File: config.mk
export PLATFORM = sky130hd
export DESIGN_NAME = frame_sequencer
export DESIGN_NICKNAME = d
export VERILOG_FILES = /design/src/rtl/game_pkg.sv /design/src/rtl/frame_phase_timer.sv /design/src/rtl/frame_sequencer.sv
export SDC_FILE = /design/constraint.sdc
export NUM_CORES = 1
export LEC_CHECK = 0
export BUFFER_PORTS_ARGS = -buffer_cell sky130_fd_sc_hd__buf_2
export CORE_MARGIN = 1
export CORE_UTILIZATION = 57
export DETAILED_ROUTE_END_ITERATION = 8
export PLACE_DENSITY = 0.79
export SLEW_MARGIN = 30
export SYNTH_ARGS = -nofsm -noshare
export SYNTH_HDL_FRONTEND = slang
export SYNTH_SLANG_ARGS = --single-unit
export TNS_END_PERCENT = 5
File: constraint.sdc
create_clock -name clk -period 2.54 [get_ports clk]
set_input_delay 0.127 -clock clk [delete_from_list [all_inputs] [get_ports clk]]
set_output_delay 0.127 -clock clk [all_outputs]
set_load 0.1 [all_outputs]
File: src/rtl/game_pkg.sv
// Shared definitions for the frame sequencer slice.
// Contents: sequencer state encoding, phase count and phase index constants.
package game_pkg;

    localparam int unsigned NUM_PHASES   = 3;

    // Phase indices into phase_start / phase_done
    localparam int unsigned PH_INPUT     = 0;
    localparam int unsigned PH_PHYSICS   = 1;
    localparam int unsigned PH_COLLISION = 2;

    typedef enum logic [2:0] {
        S_IDLE  = 3'd0,
        S_LATCH = 3'd1,
        S_PH0   = 3'd2,
        S_PH1   = 3'd3,
        S_PH2   = 3'd4,
        S_DONE  = 3'd5
    } seq_state_t;

endpackage

File: src/rtl/frame_phase_timer.sv
// Per-phase watchdog counter.
// Ports:
//   clk, rst  - clock, async active-high reset
//   clear     - restart the count at zero (takes priority over enable)
//   enable    - count one cycle spent in the current phase
//   expired   - count has reached TIMEOUT_CYC-1
module frame_phase_timer #(
    parameter logic [31:0] TIMEOUT_CYC = 32'd1_000_000
) (
    input  logic clk,
    input  logic rst,
    input  logic clear,
    input  logic enable,
    output logic expired
);

    logic [31:0] cnt;

    assign expired = (cnt == TIMEOUT_CYC - 32'd1);

    // Holds at the expiry value; the sequencer leaves the phase that cycle.
    always_ff @(posedge clk or posedge rst) begin
        if (rst) begin
            cnt <= '0;
        end else if (clear) begin
            cnt <= '0;
        end else if (enable && !expired) begin
            cnt <= cnt + 32'd1;
        end
    end

endmodule

File: src/rtl/frame_sequencer.sv
// Game frame sequencer: on each game tick, freezes the buttons and runs the
// input, physics and collision phases in order, with a per-phase timeout.
// Ports:
//   clk, rst     - 100 MHz clock, async active-high reset
//   game_tick    - one-cycle frame pulse
//   btn_in       - synchronized button levels
//   clr_err      - clears timeout_err and overrun_cnt
//   phase_done   - per-phase completion pulses
//   phase_start  - per-phase one-cycle start strobes
//   btn_frame    - buttons frozen for the current frame
//   frame_busy   - high whenever a frame is in flight
//   frame_cnt    - completed frames (wraps)
//   overrun_cnt  - ticks dropped while busy (saturates)
//   timeout_err  - sticky phase-timeout flag
module frame_sequencer
    import game_pkg::*;
#(
    parameter logic [31:0] TIMEOUT_CYC = 32'd1_000_000,
    parameter int unsigned OVR_W       = 8
) (
    input  logic                  clk,
    input  logic                  rst,
    input  logic                  game_tick,
    input  logic [3:0]            btn_in,
    input  logic                  clr_err,
    input  logic [NUM_PHASES-1:0] phase_done,
    output logic [NUM_PHASES-1:0] phase_start,
    output logic [3:0]            btn_frame,
    output logic                  frame_busy,
    output logic [15:0]           frame_cnt,
    output logic [OVR_W-1:0]      overrun_cnt,
    output logic                  timeout_err
);

    seq_state_t            state, state_d;
    logic [NUM_PHASES-1:0] start_d;
    logic                  phase_adv;
    logic                  timeout_ev;
    logic                  in_phase;
    logic                  expired;
    logic                  ovr_ev;

    assign in_phase = (state == S_PH0) || (state == S_PH1) || (state == S_PH2);
    assign ovr_ev   = game_tick && (state != S_IDLE);

    // Counter restarts outside phases and on every phase advance, so each
    // phase is timed from its own first cycle.
    frame_phase_timer #(
        .TIMEOUT_CYC (TIMEOUT_CYC)
    ) u_timer (
        .clk     (clk),
        .rst     (rst),
        .clear   (!in_phase || phase_adv),
        .enable  (in_phase),
        .expired (expired)
    );

    // Next state and next strobes; done is checked before timeout so a
    // same-cycle completion wins.
    always_comb begin
        state_d    = state;
        start_d    = '0;
        phase_adv  = 1'b0;
        timeout_ev = 1'b0;
        unique case (state)
            S_IDLE: begin
                if (game_tick) state_d = S_LATCH;
            end
            S_LATCH: begin
                state_d           = S_PH0;
                start_d[PH_INPUT] = 1'b1;
            end
            S_PH0: begin
                if (phase_done[PH_INPUT]) begin
                    state_d             = S_PH1;
                    start_d[PH_PHYSICS] = 1'b1;
                    phase_adv           = 1'b1;
                end else if (expired) begin
                    state_d    = S_IDLE;
                    timeout_ev = 1'b1;
                end
            end
            S_PH1: begin
                if (phase_done[PH_PHYSICS]) begin
                    state_d               = S_PH2;
                    start_d[PH_COLLISION] = 1'b1;
                    phase_adv             = 1'b1;
                end else if (expired) begin
                    state_d    = S_IDLE;
                    timeout_ev = 1'b1;
                end
            end
            S_PH2: begin
                if (phase_done[PH_COLLISION]) begin
                    state_d   = S_DONE;
                    phase_adv = 1'b1;
                end else if (expired) begin
                    state_d    = S_IDLE;
                    timeout_ev = 1'b1;
                end
            end
            S_DONE: begin
                state_d = S_IDLE;
            end
            default: begin
                state_d = S_IDLE;
            end
        endcase
    end

    always_ff @(posedge clk or posedge rst) begin
        if (rst) begin
            state       <= S_IDLE;
            phase_start <= '0;
            btn_frame   <= '0;
            frame_busy  <= 1'b0;
            frame_cnt   <= '0;
            overrun_cnt <= '0;
            timeout_err <= 1'b0;
        end else begin
            state       <= state_d;
            phase_start <= start_d;
            frame_busy  <= (state_d != S_IDLE);
            if (state == S_LATCH) btn_frame <= btn_in;
            if (state == S_DONE)  frame_cnt <= frame_cnt + 16'd1;
            // A tick dropped in the clearing cycle survives the clear.
            if (clr_err) begin
                overrun_cnt <= ovr_ev ? OVR_W'(1) : '0;
            end else if (ovr_ev && (overrun_cnt != '1)) begin
                overrun_cnt <= overrun_cnt + OVR_W'(1);
            end
            if (timeout_ev) begin
                timeout_err <= 1'b1;
            end else if (clr_err) begin
                timeout_err <= 1'b0;
            end
        end
    end

endmodule
Yosys cells after proc, flatten, opt, wreduce, memory -nomap -nowiden
Index checks and enable logic that the tools add are counted.
Widths: inputs -> output; s select.
{"block": "word_totals", "regBits": 68, "latchBits": 0, "ramBits": 0, "romBits": 0, "input_bits": 11, "output_inout_bits": 33, "wordCells": 57, "n_memories": 0}
{"block": "classes", "n_addsub": 3, "mul": 0, "div_mod_pow": 0, "n_lt_le_gt_ge": 0, "eq_ne": 7, "shift": 0, "n_mux": 25, "n_bitwise": 0, "reduce_logical": 14}
{"operator": "$mux 32", "count": 2}
{"operator": "$add 32x1->32 const B", "count": 1}
{"operator": "$eq 32x20->1 const B", "count": 1}
{"operator": "$add 16x1->16 const B", "count": 1}
{"operator": "$mux 8", "count": 2}
{"operator": "$mux 3", "count": 5}
{"operator": "$pmux 3 s5", "count": 1}
{"operator": "$mux 1", "count": 13}
{"operator": "$add 8x1->8 const B", "count": 1}
{"operator": "$ne 8x8->1 const B", "count": 1}
{"operator": "$eq 3x2->1 const B", "count": 2}
{"operator": "$eq 3x3->1 const B", "count": 2}
{"operator": "$pmux 1 s3", "count": 2}
{"operator": "$reduce_bool 2->1", "count": 3}
{"operator": "$reduce_bool 3->1", "count": 2}
{"operator": "$eq 3x1->1 const B", "count": 1}
{"operator": "$logic_and 1x1->1", "count": 3}
{"operator": "$logic_not 3->1", "count": 1}
{"operator": "$logic_or 1x1->1", "count": 3}
{"operator": "$logic_not 1->1", "count": 2}

Logic depth before layout (Yosys ltp)
{"block": "depth", "ltp_word": 6, "ltp_mapped": 7}

Hierarchy
A second synthesis with hierarchy kept.
{"block": "unflattened", "hier_cells": 337, "area_unflattened_um2": 3432.0}
{"module": "frame_sequencer", "instances": 1, "cells_each": 155, "area_each_um2": 1719.1, "seq_area_each_um2": 900.9}
{"module": "frame_phase_timer", "instances": 1, "cells_each": 182, "area_each_um2": 1712.9, "seq_area_each_um2": 800.8}

Least setup slack after synthesis
Ideal clock, no wire load.
{"block": "synth_path", "path_kind": "register to register", "startpoint": "reg overrun_cnt[0]", "endpoint": "reg overrun_cnt[3]", "setup_time_ns": 0.131, "arrival_time_ns": 2.113, "required_ns": 2.409, "path_slack_ns": 0.297, "path_stages_with_launch": 8, "n_path_buf": 1, "period_less_slack_ns": 2.243, "cell_sequence": "dfrtp_1 -> ha_1 -> nand2_1 -> o31a_1 -> clkbuf_1 -> nand4_1 -> xor2_1 -> nor2_1"}
{"block": "synth_between", "elab_chain_cells": 3, "elab_cells_between_ends": 6, "cone_classes": "1 x add/sub; 1 x eq/ne; 2 x mux; 2 x reduce/logical"}
{"element": "from (decl)", "line_no": "frame_sequencer.sv:31", "source": "output logic [OVR_W-1:0] overrun_cnt,"}
{"element": "from (signal assigned)", "line_no": "frame_sequencer.sv:128", "source": "overrun_cnt <= ovr_ev ? OVR_W'(1) : '0;"}
{"element": "from (signal assigned)", "line_no": "frame_sequencer.sv:130", "source": "overrun_cnt <= overrun_cnt + OVR_W'(1);"}
{"element": "$add 8x1->8 or $ne 8x8->1 (tied branches)", "line_no": "frame_sequencer.sv:130, frame_sequencer.sv:129"}
{"element": "$mux 8 or $logic_and 1x1->1 (tied branches)", "line_no": "frame_sequencer.sv:129", "source": "end else if (ovr_ev && (overrun_cnt != '1)) begin"}
{"element": "$mux 8 or $reduce_bool 2->1 (tied branches)"}
Parallel ways exist; a longest one is shown, timed or not. The select of a mux whose other input is x is not followed.
A chain may end at the register's enable or synchronous reset.

Worst setup path in the final report
{"block": "layout_path", "startpoint": "reg u_timer.cnt[23]", "endpoint": "reg frame_busy"}
{"block": "layout_between", "elab_chain_cells": 5, "elab_cells_between_ends": 7, "cone_classes": "1 x eq/ne; 5 x mux; 1 x reduce/logical"}
{"element": "from (decl)", "line_no": "frame_phase_timer.sv:17", "source": "logic [31:0] cnt;"}
{"element": "from (signal assigned)", "line_no": "frame_phase_timer.sv:28", "source": "cnt <= cnt + 32'd1;"}
{"element": "$eq 32x20->1 (*)", "line_no": "frame_phase_timer.sv:19", "source": "assign expired = (cnt == TIMEOUT_CYC - 32'd1);"}
{"element": "$mux 3 (*)", "line_no": "frame_sequencer.sv:78, frame_sequencer.sv:88, frame_sequencer.sv:97"}
{"element": "$mux 3 (on tied branches)", "line_no": "frame_sequencer.sv:94, frame_sequencer.sv:74, frame_sequencer.sv:84"}
{"element": "$pmux 3 s5 (*)", "line_no": "frame_sequencer.sv:65", "source": "unique case (state)"}
{"element": "via state_d[0]", "line_no": "frame_sequencer.sv:35", "source": "seq_state_t state, state_d;"}
{"element": "$reduce_bool 3->1 (*)", "line_no": "frame_sequencer.sv:123", "source": "frame_busy <= (state_d != S_IDLE);"}
{"element": "to (signal assigned)", "line_no": "frame_sequencer.sv:123"}
{"element": "to (decl)", "line_no": "frame_sequencer.sv:29", "source": "output logic frame_busy,"}
The timed path passes the listed nets; every way through them passes the cells marked *.

==> impl_metrics.json <==
{
  "netlist.area_leader.share_pct": 50.8,
  "io_buffers": 43,
  "hp-class": "primary input to flop",
  "critPathArrivalTime_ps": 2290,
  "via_count": 2655,
  "synth_ff_type": "dfrtp_1",
  "avgViaCountPerCell": 5.80,
  "finalHoldViolations": 0,
  "grt_overflow": 0,
  "root_buffer": "clkbuf_8",
  "r2r_start": "u_timer.cnt[23]$_DFFE_PP0P_",
  "crit_fanout": 5,
  "slowest_stage": "or4_1",
  "period_needed_ps": 2080,
  "fmax_ghz": 0.481,
  "cp-start-kind": "flop",
  "clock_skew_ps": 9.15,
  "num_io_pins": 44,
  "powerDensity_nw_per_um2": 956,
  "grt_usage_pct": 25.5,
  "synth.avg_cell_area_um2": 9.99,
  "whs_ps": 14.4,
  "ys_warn_count": 0,
  "rsz0062_at_grt": "false",
  "first_global_vias": 2596,
  "cts.sinks": 68,
  "end_kind": "flop",
  "place_ws_ps": 480,
  "htree_levels": 3,
  "drive_gt1_share_pct": 21.0,
  "n_antenna_cell": 0,
  "fin_tns_setup_ps": 0,
  "critPathKind": "flop to flop",
  "cts_buffers": 9,
  "areaGrowthSynthToFinish_pct": 16.2,
  "core_region_area_um2": 5570,
  "tritoncts": "yes",
  "setup_viol": 0,
  "status": "completed",
  "initial_core_util_pct": 60.0,
  "drt-pass1-iter-count": 4,
  "die_x_um": 78.6,
  "async_flop_share_pct": 100,
  "syn_inst": 335,
  "worstMarginPinSlew_ps": 581,
  "synthesis.area_um2": 3350,
  "path_clk_slew_ps": 70,
  "slew_violations": 0,
  "place.gp.congestion": 0.822,
  "ys_seq_area_share_pct": 50.8,
  "drc": 0,
  "hp-start": "btn_in[3]",
  "crit_chain": "nor4_1 -> nand4_1 -> nor3_2 -> o22ai_1 -> or4_1",
  "worstPathRequired_ps": 2750,
  "wl_per_cell_um": 15.4,
  "timing.slew.headroom_pct": 60.3,
  "hpwl_um": 4860,
  "fp.dieH_um": 78.6,
  "die-area_um2": 6180,
  "drtAntennaViolNets": 0,
  "cts_resized": 0,
  "grt_pass1_wl_um": 12100,
  "ys_types": 44,
  "setup_slack_ps": 460,
  "ys_top_cells_by_area": "dfrtp_1 51%, xnor2_1 7.1%, nor2_1 4.8%",
  "grt_max_degree": 25,
  "synth_top_cell_by_area": "dfrtp_1",
  "fin_util_pct": 69.8,
  "clk_latency_ps": 340,
  "vdd_drop_max_mv": 0.690,
  "nNetsFinal": 395,
  "crit_start": "u_timer.cnt[23]$_DFFE_PP0P_",
  "netlist_top_cells_count": "68 x dfrtp_1, 43 x nor2_1, 27 x xnor2_1, 24 x nand2_1, 18 x nand3_1",
  "std_cell_rows": 27,
  "antenna_found_initial": 0,
  "synth_nets": 349,
  "synth_edf_count": 0,
  "leakage_nw": 1.72,
  "drtIter0Drc": 174,
  "cts_max_path_buffers": 2,
  "yosysMostFrequentCell": "dfrtp_1",
  "max_stage_delay_ps": 510,
  "maxCapViolations": 0,
  "routed_wl_um": 7060,
  "yosys_register_bits": 68,
  "layout_worst_path_cycle_share_pct": 81.9
}
==> logic make-up (layout without fill, tap and decap cells) <==
| family | after synthesis | after routing | synth area share [%] |
|---|---|---|---|
| muxes | 8 | 8 | 2.58 |
| AOI/OAI and AO/OA | 29 | 29 | 5.27 |
| buffers and inverters | 27 | 78 | 3.40 |
| adders and majority gates | 3 | 3 | 1.12 |
| xor gates and xnor gates | 43 | 43 | 11.3 |
| DFF | 68 | 68 | 50.8 |
| and+or+nand+nor | 157 | 157 | 25.5 |
==> cell usage in the layout (no fill, tap or decap), types with 3 or more instances in the layout <==
master	n
bufinv_16	3
clkbuf_8	11
buf_2	43
nor4_1	9
nand2b_1	3
nand2_1	24
and3_1	5
nor2_1	43
ha_1	3
xor2_1	16
a21oi_1	7
inv_1	12
nand3_1	18
xnor2_1	27
nor3_1	12
nor4_2	5
nand4_1	12
dfrtp_1	68
buf_4	5
and4_1	5
o21ai_0	8
or3_1	7
mux2i_1	3
or4_1	3
mux2_2	5
==> report_power, final <==
group	switching [mW]	internal, mW	total, mW
Clock	0.400	0.705	1.11
Combinational	0.986	0.263	1.25
Sequential	0.153	1.21	1.36
==> per-stage QoR <==
stage | instance area, um^2 | cells | power (mW)
floorplan | 3350 | 335 | 2.39
global placement | 3630 | 441 | 2.59
detailed placement | 3630 | 441 | 2.63
CTS | 3890 | 458 | 3.73
global route | 3890 | 458 | 3.87
finish | 3890 | 458 | 3.72
==> flip-flops by register name, indices dropped and copies added, names as in the netlist <==
signal,cells
frame_busy,1
frame_cnt,16
state,3
overrun_cnt,8
btn_frame,4
timeout_err,1
phase_start,3
u_timer.cnt,32
==> worst max-delay path: cells and delay by family, from the launching register on <==
kind	cells	cell delay, ps
AND/OR/NAND/NOR	4	1380
flip-flops	1	420
AO/OA/AOI/OAI	1	150
==> path summary, 6_finish.rpt <==
check	endpoint	slack, ps	cells past startpoint
max in group asynchronous	u_timer.cnt[8]$_DFFE_PP0P_	1490	4
worst max register to register	frame_busy$_DFF_PP0_	460	5
worst max-delay path	frame_busy$_DFF_PP0_	460	5
min in group asynchronous	frame_cnt[12]$_DFFE_PP0N_	360	3
worst min register to register	frame_cnt[15]$_DFFE_PP0N_	470	1
worst min-delay path	btn_frame[3]$_DFFE_PP0P_	10	2
==> layer usage <==
layer / global-route usage, % / part of all wire, % / vias to the layer above
li1: - / - / 1257
met1: 33.7 / 44 / 1311
met2: 40.9 / 49 / 74
met3: 4.53 / 4.8 / 13
met4: 12.0 / 1.7 / 0
met5: 0 / 0 / -
==> layout make-up <==
class,count,area [um^2]
inverters,13,48.8
well taps,72,90.1
multi-input cells,240,1540
clock inverters,4,95.1
repair buffers,49,263
clock buffers,12,155
fillers,424,1690
flip-flops and latches,68,1700
==> what timing repair did <==
item,4_1_cts,5_1_grt
hold buffers,1,0
hold endpoints to repair,22,0
buffers inserted,0,0
Note: power is estimated with default switching activity, not from simulation.
